--- config.mk ---
export PLATFORM = sky130hd
export DESIGN_NAME = display_panel_receiver_flat
export DESIGN_NICKNAME = d
export VERILOG_FILES = /design/src/rtl/display_panel_receiver_pkg.sv /design/src/rtl/display_panel_receiver_if.sv /design/src/rtl/display_panel_receiver_capture.sv /design/src/rtl/display_panel_receiver.sv /design/src/flat_wrapper.sv
export SDC_FILE = /design/constraint.sdc
export NUM_CORES = 1
export LEC_CHECK = 0
export BUFFER_PORTS_ARGS = -buffer_cell sky130_fd_sc_hd__buf_4
export CAP_MARGIN = 20
export CORE_MARGIN = 5
export CORE_UTILIZATION = 50
export DETAILED_ROUTE_END_ITERATION = 10
export PLACE_DENSITY = 0.68
export SLEW_MARGIN = 20
export SYNTH_ARGS = -nofsm -noshare
export SYNTH_HDL_FRONTEND = slang
export SYNTH_SLANG_ARGS = --single-unit
--- constraint.sdc ---
create_clock -name clk -period 2.2 [get_ports clk]
set_input_delay 0.11 -clock clk [delete_from_list [all_inputs] [get_ports clk]]
set_output_delay 0.11 -clock clk [all_outputs]
set_load 0.03 [all_outputs]
--- src/rtl/display_panel_receiver_pkg.sv ---
// Shared definitions for the display panel receiver: FSM states and
// record field-width helpers used by the interface, capture and top.
package display_panel_receiver_pkg;

  typedef enum logic [1:0] {
    ST_IDLE  = 2'd0,
    ST_PULSE = 2'd1,
    ST_DRAIN = 2'd2
  } state_t;

  // One R, G and B bit per parallel segment
  localparam int unsigned RGB_PER_SEG = 3;

  function automatic int unsigned rgb_bits(input int unsigned segs);
    return RGB_PER_SEG * segs;
  endfunction

  // Index width for n entries, never narrower than one bit
  function automatic int unsigned idx_bits(input int unsigned n);
    return (n < 2) ? 1 : $clog2(n);
  endfunction

endpackage

--- src/rtl/display_panel_receiver_if.sv ---
// Panel-side inputs plus the column-record stream and error flags.
// master: panel driver / record consumer; slave: the receiver.
interface display_panel_receiver_if
  import display_panel_receiver_pkg::*;
#(
  parameter int unsigned segments   = 1,
  parameter int unsigned rows       = 8,
  parameter int unsigned columns    = 32,
  parameter int unsigned width_bits = 16
) ();

  logic [rgb_bits(segments)-1:0] rgb;
  logic                          oclk;
  logic                          lat;
  logic                          oe;
  logic [idx_bits(rows)-1:0]     row;

  logic                          out_valid;
  logic                          out_ready;
  logic [idx_bits(rows)-1:0]     out_row;
  logic [idx_bits(columns)-1:0]  out_column;
  logic [rgb_bits(segments)-1:0] out_rgb;
  logic [width_bits-1:0]         out_width;
  logic                          out_last;
  logic                          err_count;
  logic                          err_overrun;

  modport master (
    output rgb, oclk, lat, oe, row, out_ready,
    input  out_valid, out_row, out_column, out_rgb, out_width, out_last,
           err_count, err_overrun
  );

  modport slave (
    input  rgb, oclk, lat, oe, row, out_ready,
    output out_valid, out_row, out_column, out_rgb, out_width, out_last,
           err_count, err_overrun
  );

endinterface

--- src/rtl/display_panel_receiver_capture.sv ---
// Shift/latch capture for the display panel receiver (module display_panel_capture).
// Stores rgb at index k on each shift strobe (k saturates at columns) and
// copies the line into the latch buffer on each latch strobe.
module display_panel_capture
  import display_panel_receiver_pkg::*;
#(
  parameter int unsigned columns = 32,
  parameter int unsigned rgb_w   = 3
) (
  input  logic                            clk,
  input  logic                            rst,
  input  logic [rgb_w-1:0]                i_rgb,
  input  logic                            i_shift,
  input  logic                            i_latch,
  output logic [columns-1:0][rgb_w-1:0]   o_latch_buf,
  output logic                            o_count_err
);

  localparam int unsigned K_W    = $clog2(columns + 1);
  localparam int unsigned COL_W  = idx_bits(columns);
  localparam logic [K_W-1:0] K_FULL = K_W'(columns);

  logic [K_W-1:0]                  r_k;
  logic [K_W-1:0]                  w_k_next;
  logic [columns-1:0][rgb_w-1:0]   r_cap;
  logic [columns-1:0][rgb_w-1:0]   w_cap_next;
  logic [columns-1:0][rgb_w-1:0]   r_latch;
  logic                            r_count_err;

  // Apply the shift first so a same-cycle latch copies the new bit too
  always_comb begin
    w_cap_next = r_cap;
    w_k_next   = r_k;
    if (i_shift && (r_k < K_FULL)) begin
      w_cap_next[r_k[COL_W-1:0]] = i_rgb;
      w_k_next                   = r_k + K_W'(1);
    end
  end

  // Capture buffer, index, latch copy and short-line detection
  always_ff @(posedge clk) begin
    if (rst) begin
      r_k         <= '0;
      r_cap       <= '0;
      r_latch     <= '0;
      r_count_err <= 1'b0;
    end else begin
      r_cap       <= w_cap_next;
      r_k         <= i_latch ? '0 : w_k_next;
      r_count_err <= i_latch && (w_k_next != K_FULL);
      if (i_latch) begin
        r_latch <= w_cap_next;
      end
    end
  end

  assign o_latch_buf = r_latch;
  assign o_count_err = r_count_err;

endmodule

--- src/rtl/display_panel_receiver.sv ---
// Display panel receiver: oversamples a HUB-style panel bus, measures each
// oe pulse and streams one record per column of the latched line.
// Optional: define DISPLAY_PANEL_RECEIVER_ERR_EN to enable the sticky
// err_count / err_overrun flags (otherwise they stay 0).
module display_panel_receiver
  import display_panel_receiver_pkg::*;
#(
  parameter int unsigned segments   = 1,
  parameter int unsigned rows       = 8,
  parameter int unsigned columns    = 32,
  parameter int unsigned width_bits = 16
) (
  input logic                     clk,
  input logic                     rst,
  display_panel_receiver_if.slave bus
);

  localparam int unsigned RGB_W = rgb_bits(segments);
  localparam int unsigned ROW_W = idx_bits(rows);
  localparam int unsigned COL_W = idx_bits(columns);
  localparam logic [COL_W-1:0]      COL_LAST  = COL_W'(columns - 1);
  localparam logic [width_bits-1:0] WIDTH_ONE = width_bits'(1);

`ifdef DISPLAY_PANEL_RECEIVER_ERR_EN
  localparam bit ERR_EN = 1'b1;
`else
  localparam bit ERR_EN = 1'b0;
`endif

  logic [RGB_W-1:0] r_rgb1;
  logic             r_oclk1, r_oclk2;
  logic             r_lat1, r_lat2;
  logic             r_oe1, r_oe2;
  logic [ROW_W-1:0] r_row1;

  logic w_oclk_rise, w_lat_rise, w_oe_rise, w_oe_fall;

  state_t r_state, w_state_next;

  logic [width_bits-1:0]         r_width;
  logic [ROW_W-1:0]              r_row_cap;
  logic [COL_W-1:0]              r_col;
  logic [columns-1:0][RGB_W-1:0] r_drain;
  logic [columns-1:0][RGB_W-1:0] w_latch_buf;
  logic                          w_count_err;
  logic                          r_discard;
  logic                          r_err_count, r_err_overrun;
  logic                          w_valid, w_fire;

  // Input register stage plus delayed copy for edge detection
  always_ff @(posedge clk) begin
    if (rst) begin
      r_rgb1  <= '0;
      r_oclk1 <= 1'b0;
      r_oclk2 <= 1'b0;
      r_lat1  <= 1'b0;
      r_lat2  <= 1'b0;
      r_oe1   <= 1'b0;
      r_oe2   <= 1'b0;
      r_row1  <= '0;
    end else begin
      r_rgb1  <= bus.rgb;
      r_oclk1 <= bus.oclk;
      r_oclk2 <= r_oclk1;
      r_lat1  <= bus.lat;
      r_lat2  <= r_lat1;
      r_oe1   <= bus.oe;
      r_oe2   <= r_oe1;
      r_row1  <= bus.row;
    end
  end

  assign w_oclk_rise = r_oclk1 & ~r_oclk2;
  assign w_lat_rise  = r_lat1 & ~r_lat2;
  assign w_oe_rise   = r_oe1 & ~r_oe2;
  assign w_oe_fall   = ~r_oe1 & r_oe2;

  display_panel_capture #(
    .columns (columns),
    .rgb_w   (RGB_W)
  ) u_capture (
    .clk         (clk),
    .rst         (rst),
    .i_rgb       (r_rgb1),
    .i_shift     (w_oclk_rise),
    .i_latch     (w_lat_rise),
    .o_latch_buf (w_latch_buf),
    .o_count_err (w_count_err)
  );

  // FSM state register
  always_ff @(posedge clk) begin
    if (rst) begin
      r_state <= ST_IDLE;
    end else begin
      r_state <= w_state_next;
    end
  end

  // Next-state and handshake decode
  always_comb begin
    w_state_next = r_state;
    w_valid      = 1'b0;
    w_fire       = 1'b0;
    case (r_state)
      ST_IDLE: begin
        if (r_oe1 && !r_discard) begin
          w_state_next = ST_PULSE;
        end
      end
      ST_PULSE: begin
        if (w_oe_fall) begin
          w_state_next = ST_DRAIN;
        end
      end
      ST_DRAIN: begin
        w_valid = 1'b1;
        w_fire  = bus.out_ready;
        if (bus.out_ready && (r_col == COL_LAST)) begin
          w_state_next = ST_IDLE;
        end
      end
      default: w_state_next = ST_IDLE;
    endcase
  end

  // Pulse measurement, drain snapshot and column sequencing
  always_ff @(posedge clk) begin
    if (rst) begin
      r_width   <= '0;
      r_row_cap <= '0;
      r_col     <= '0;
      r_drain   <= '0;
    end else begin
      case (r_state)
        ST_IDLE: begin
          if (w_state_next == ST_PULSE) begin
            r_width   <= WIDTH_ONE;
            r_row_cap <= r_row1;
          end
        end
        ST_PULSE: begin
          if (r_oe1) begin
            if (r_width != '1) begin
              r_width <= r_width + WIDTH_ONE;
            end
          end else if (w_oe_fall) begin
            r_drain <= w_latch_buf;
            r_col   <= '0;
          end
        end
        ST_DRAIN: begin
          if (w_fire) begin
            r_col <= (r_col == COL_LAST) ? '0 : r_col + COL_W'(1);
          end
        end
        default: ;
      endcase
    end
  end

  // A pulse that starts during DRAIN is ignored until oe drops, so its
  // tail cannot be mistaken for a fresh pulse once the FSM is back in IDLE.
  always_ff @(posedge clk) begin
    if (rst) begin
      r_discard <= 1'b0;
    end else begin
      r_discard <= r_oe1 & (r_discard | ((r_state == ST_DRAIN) & w_oe_rise));
    end
  end

  // Sticky error flags, cleared only by reset
  always_ff @(posedge clk) begin
    if (rst) begin
      r_err_count   <= 1'b0;
      r_err_overrun <= 1'b0;
    end else begin
      if (ERR_EN && w_count_err) begin
        r_err_count <= 1'b1;
      end
      if (ERR_EN && (r_state == ST_DRAIN) && w_oe_rise) begin
        r_err_overrun <= 1'b1;
      end
    end
  end

  assign bus.out_valid   = w_valid;
  assign bus.out_row     = r_row_cap;
  assign bus.out_column  = r_col;
  assign bus.out_rgb     = r_drain[r_col];
  assign bus.out_width   = r_width;
  assign bus.out_last    = w_valid && (r_col == COL_LAST);
  assign bus.err_count   = r_err_count;
  assign bus.err_overrun = r_err_overrun;

endmodule

--- src/flat_wrapper.sv ---
// flat-port wrapper written by rule: the top's interface ports become plain ports
module display_panel_receiver_flat import display_panel_receiver_pkg::*;
#(
  parameter int unsigned segments   = 1,
  parameter int unsigned rows       = 8,
  parameter int unsigned columns    = 32,
  parameter int unsigned width_bits = 16
)
  (clk, rst, bus_rgb, bus_oclk, bus_lat, bus_oe, bus_row, bus_out_ready, bus_out_valid, bus_out_row, bus_out_column, bus_out_rgb, bus_out_width, bus_out_last, bus_err_count, bus_err_overrun);
  display_panel_receiver_if #(.segments(segments), .rows(rows), .columns(columns), .width_bits(width_bits)) bus_i ();
  input logic clk;
  input logic rst;
  input wire logic [$bits(bus_i.rgb)-1:0] bus_rgb;
  input wire logic [$bits(bus_i.oclk)-1:0] bus_oclk;
  input wire logic [$bits(bus_i.lat)-1:0] bus_lat;
  input wire logic [$bits(bus_i.oe)-1:0] bus_oe;
  input wire logic [$bits(bus_i.row)-1:0] bus_row;
  input wire logic [$bits(bus_i.out_ready)-1:0] bus_out_ready;
  output wire logic [$bits(bus_i.out_valid)-1:0] bus_out_valid;
  output wire logic [$bits(bus_i.out_row)-1:0] bus_out_row;
  output wire logic [$bits(bus_i.out_column)-1:0] bus_out_column;
  output wire logic [$bits(bus_i.out_rgb)-1:0] bus_out_rgb;
  output wire logic [$bits(bus_i.out_width)-1:0] bus_out_width;
  output wire logic [$bits(bus_i.out_last)-1:0] bus_out_last;
  output wire logic [$bits(bus_i.err_count)-1:0] bus_err_count;
  output wire logic [$bits(bus_i.err_overrun)-1:0] bus_err_overrun;
  assign bus_i.rgb = bus_rgb;
  assign bus_i.oclk = bus_oclk;
  assign bus_i.lat = bus_lat;
  assign bus_i.oe = bus_oe;
  assign bus_i.row = bus_row;
  assign bus_i.out_ready = bus_out_ready;
  assign bus_out_valid = bus_i.out_valid;
  assign bus_out_row = bus_i.out_row;
  assign bus_out_column = bus_i.out_column;
  assign bus_out_rgb = bus_i.out_rgb;
  assign bus_out_width = bus_i.out_width;
  assign bus_out_last = bus_i.out_last;
  assign bus_err_count = bus_i.err_count;
  assign bus_err_overrun = bus_i.err_overrun;
  display_panel_receiver #(.segments(segments), .rows(rows), .columns(columns), .width_bits(width_bits)) u_core (.clk(clk), .rst(rst), .bus(bus_i));
endmodule
=== Word-level counts from Yosys, hierarchy flattened ===
Index checks and enable logic that the tools add are counted.
Widths: inputs -> output; s select.

* Add/sub/neg operators: 3
* Multipliers: 0
* Divide/modulo/power cells: 0
* $lt $le $gt $ge: 4
* Equality and inequality tests: 11
* Shift operators: 0
* Mux-type cells: 21
* Bitwise operators: 11
* Reduce and logical (&&, ||, !) cells: 14

{| class="wikitable"
|+ Operators with widths
! kind !! number
|-
| $bwmux 96 || 1
|-
| $mux 96 || 1
|-
| $mux 16 || 3
|-
| $pmux 16 s2 || 1
|-
| $mux 5 || 4
|-
| $add 16x1->16 const B || 1
|-
| $ne 16x16->1 const B || 1
|-
| $bmux 3 s5 || 1
|-
| $demux 3 s5 || 1
|-
| $lt 5x6->1 const B || 2
|-
| $ne 2x1->1 const B || 5
|-
| $pmux 5 s2 || 1
|-
| $reduce_and 4->1 || 2
|-
| $add 6x1->6 const B || 1
|-
| $and 1x1->1 || 6
|-
| $lt 6x6->1 const B || 1
|-
| $mux 2 || 3
|-
| $mux 3 || 2
|-
| $pmux 2 s3 || 1
|-
| $add 5x1->5 const B || 1
|-
| $eq 5x5->1 const B || 1
|-
| $ge 5x1->1 const B || 1
|-
| $logic_and 1x1->1 || 5
|-
| $eq 2x1->1 const B || 2
|-
| other kinds (11) || 16
|}

* Flip-flop bits (word level): 333
* Latch bits: 0
* RAM bits: 0
* Memory bits (read-only): 0
* Input bits: 12
* Output and inout port bits: 31
* Word-level logic and storage cells: 174
* Memories kept: 0

=== Depth between registers and ports, before layout ===
* Depth after elaboration: 7
* Gate-level depth with buffers: 8
* Mapped depth without buffers: 7

=== By module ===
A second synthesis with hierarchy kept.

* Cell total of the unflattened synthesis: 1451
* Area total of the unflattened synthesis: 13215.2 µm²

{| class="wikitable"
|+ By module, submodules not included
! module !! times used !! cells each !! area each (µm²) !! seq. area each (µm²)
|-
| display_panel_capture || 1 || 732 || 7260.7 || 3983.8
|-
| display_panel_receiver || 1 || 719 || 5954.5 || 2702.6
|}

=== Worst setup path before layout ===
No wires, ideal clock.

* Path type: reg2out
* Start: reg u_core.r_col[1], in the netlist u_core.bus.out_column[1]
* End: out bus_out_rgb[0]
* Arrival time: 2037 ps
* Data required time: 2090 ps
* Setup slack: 53 ps
* Cell stages (with the launch flop): 7
* Buffers on the path: 2
* Cells stage by stage: dfxtp_1 buf_2 buf_2 nor2b_1 a22o_1 a2111oi_2 a21oi_1

* Longest elaborated chain between the ends: 2

{| class="wikitable"
|+ RTL lines
! item !! line !! text
|-
| from (decl) || display_panel_receiver.sv:42 || <nowiki>logic [COL_W-1:0] r_col;</nowiki>
|-
| from (signal assigned) || display_panel_receiver.sv:154 || <nowiki>r_col <= (r_col == COL_LAST) ? '0 : r_col + COL_W'(1);</nowiki>
|-
| $bmux 3 s5 || display_panel_receiver.sv:190 || <nowiki>assign bus.out_rgb = r_drain[r_col];</nowiki>
|-
| $mux 3 (implied by the code) || display_panel_receiver.sv:190 ||
|-
| to (decl) || flat_wrapper.sv:22 || <nowiki>output wire logic [$bits(bus_i.out_rgb)-1:0] bus_out_rgb;</nowiki>
|}

No other way between the ends. The select of a mux whose other input is x is not followed.

=== Worst setup path in the final report ===
* Start: reg u_core.r_col[0], in the netlist u_core.bus.out_column[0]
* End: out bus_out_rgb[1]

The elaborated chain is that of the path after synthesis.

==> impl_metrics.ini <==
[clock_network]
cts_sinks = 333
cts_buffers = 35
cts_root_buf = clkbuf_16
worstSkewPairLatency_ns = 0.51
cts_tree = built
path_clk_slew_ns = 0.06
htreeDepth = 2
clockBufferDepth = 3

[synth]
synthTopCellsByArea = dfxtp_1 (52%), mux2i_1 (9.1%), nand2_1 (6.8%), nor2_1 (6.6%), a211oi_1 (6.1%)
netlist_instances = 1390
synth.most_common_cell = dfxtp_1
synth_ff_type = dfxtp_1
netlist.area_leader.share_pct = 51.9
synthArstFlopShare_pct = 0
yosys.area.top_type = dfxtp_1
ys_seq_area_share_pct = 51.9
avgSynthCellArea_um2 = 9.24
synth_area_um2 = 12800
synth-seq-cells = 333
ys_types = 55
synth_edf_count = 0
ys_top_cells_by_count = dfxtp_1 (333), nand2_1 (234), nor2_1 (226)
yosysWarnings = 0

[placed_design]
placed_cell_area_um2 = 13500
pre_cts_ws_ns = 0.121
gp_congestion = 0.865
port_buffers = 40
dp_hpwl_um = 18600

[outcome]
status = finished with violations
failed_checks = setup timing

[final_layout]
layout-drive-gt1-share_pct = 12.6
seq_area_um2 = 6680
fill_cells = 2226
areaGrowthSynthToFinish_pct = 15.8
nets = 1432
n_antenna_cell = 0
multiInputGateArea_um2 = 5830
design_area_um2 = 14900

[grt]
grt_overflow = 0
grt_pass1_wl_um = 48300
grt_pass1_vias = 9088
grt_max_degree = 111
grt_usage_pct = 20.2
antenna_found_initial = 0

[drt]
drc = 0
wl_per_cell_um = 16.7
drt_iter0_drc = 818
vias = 9761
drtAntennaViolNets = 0
avgViaCountPerCell = 5.53
first_pass_iters = 5
routed_wl_um = 29500

[floorplanning]
rows = 58
core_area_um2 = 25300
initial_core_util_pct = 50.8
die_h_um = 170
die_w_um = 170
dieArea_um2 = 29000
io_pins = 43

[job]
max_cap_violations = 0

[critical_path]
crit_arrival_ns = 2.23
critPathLaunchType = flop
r2r-start = u_core.bus.out_column[0]
crit_path_cell_trace = buf_4 > buf_12 > mux2i_1 > o221ai_1 > a211oi_2 > a31oi_2 > buf_6
reg2reg_depth = 8
critical_path_class = flop to output port
crit_family = compound AO/OA/AOI/OAI gates
path_max_fanout = 10
rrSetupSlack_ns = 0.06
cp.buffers_inverters = 3
required_ns = 2.09
rr_endpoint = u_core.bus.out_column[2]
cp_slowest_stage_delay_ns = 0.41
crit_path_end_kind = output port
slowest_stage = dfxtp_4

[min_path]
whs_path_depth = 3
min_to = u_core.r_lat1
holdCritPathClass = input port to flop
holdCritStartpoint = bus_lat

[sta]
maxSlewViolCount = 0
rsz0062_at_grt = true
finClkSkew_ns = 0.0197
post-route-period-util_pct = 106
worst_slew_pin_slew_ns = 0.828
layout_min_cycle_time_ns = 2.34
hold_viol_final = 0
whs_ns = 0.361
setup_viol = 4
slew_headroom_pct = 44.6
max_freq_mhz = 427
worst_slack_ns = -0.139

[power]
power_leakage_nw = 5.39
vdd_ir_drop_max_mv = 0.567
power_density_nw_per_um2 = 833
==> power breakdown <==
| part | switching, mW | leakage [nW] | internal [mW] | total (mW) |
|---|---|---|---|---|
| Sequential | 0.0789 | 2.70 | 6.16 | 6.24 |
| Combinational | 0.340 | 2.15 | 0.189 | 0.529 |
| Clock | 2.26 | 0.545 | 3.35 | 5.62 |
==> cell families after synthesis <==
kind of cell | share of synthesized area (%)
AOI/OAI and AO/OA | 12.2
xor gates and xnor gates | 0.273
adders and majority gates | 0.682
buffers and inverters | 3.53
DFF | 51.9
muxes | 12.6
other | 0.0292
and+or+nand+nor | 18.8
==> final cells by class <==
class / instances / area share (%)
flip-flops and latches: 333 / 44.9
multi-input cells: 949 / 39.2
clock buffers: 53 / 7.24
repair buffers: 88 / 5.55
well taps: 330 / 2.78
clock inverters: 5 / 0.185
inverters: 6 / 0.151
==> flip-flops by register name, indices dropped and copies added, names as in the netlist, 2 cells and up <==
| name | flops |
|---|---|
| u_core.bus.out_column | 5 |
| u_core.r_row1 | 3 |
| u_core.r_state | 2 |
| u_core.bus.out_width | 16 |
| u_core.r_rgb1 | 3 |
| u_core.u_capture.r_k | 6 |
| u_core.r_drain | 96 |
| u_core.u_capture.r_cap | 96 |
| u_core.u_capture.o_latch_buf | 96 |
| u_core.bus.out_row | 3 |
==> worst max-delay path by stage <==
stage,from,end,slack (ns),cells past startpoint
floorplan,u_core.bus.out_column[1],bus_out_rgb[0],0.05,6
global placement,u_core.bus.out_column[0],bus_out_rgb[0],0.15,5
detailed placement,u_core.bus.out_column[0],bus_out_rgb[0],0.12,5
CTS,u_core.bus.out_column[0],bus_out_rgb[0],-0.12,5
global route,u_core.bus.out_column[1],bus_out_rgb[2],-0.22,6
finish,u_core.bus.out_column[0],bus_out_rgb[1],-0.14,7
==> per-layer routing <==
metal / global-route usage [%] / routed length [um] / vias up
li1: - / - / 4853
met1: 29.5 / 13900 / 4660
met2: 31.2 / 13500 / 201
met3: 3.32 / 1440 / 47
met4: 5.69 / 656 / 0
met5: 0 / 0 / -
==> worst min-delay path, stage by stage <==
cell and delay, ns:
dlygate4sd3_1 0.52, buf_4 0.09, nor2b_1 0.10
==> repair_timing <==
action	4_1_cts	5_1_grt
hold buffers	11	0
pin swaps	5	1
resized for setup	28	5
buffers inserted	5	0
endpoints found under the setup margin	3	5
endpoints found under the hold margin	38	0
==> cell usage in the layout, fill, tap and decap left out, drive strengths merged, types with 2 or more instances in the layout <==
master,n
xnor2,2
nand2b,3
nand3,11
mux2i,117
a22o,2
or2,2
o31ai,3
and3,2
nor3b,5
nor4,3
nand2,234
nor2,226
or4,3
dfxtp,333
mux4,20
o22ai,2
nand4bb,5
o211ai,2
o21ai,4
nand3b,6
clkinv,4
dlygate4sd3,11
nor3,4
inv,6
clkbuf,53
a22oi,4
and2,3
nor2b,20
nand4,6
a211oi,105
o221ai,2
and4,2
and4bb,5
buf,77
or3,11
ha,7
a21oi,115
xor2,2
conb,2
==> metrics by stage <==
step	utilization (%)	setup TNS, ns	power [mW]	std cells
3_5_place_dp	53.4	0	6.89	1690
4_1_cts	58.8	-0.352	12.5	1764
6_report	58.9	-0.399	12.4	1764
5_1_grt	58.9	-0.794	12.8	1764
3_3_place_gp	53.4	0	6.88	1690
2_1_floorplan	-	0	6.73	1391
Note: power is estimated with default switching activity, not from simulation.
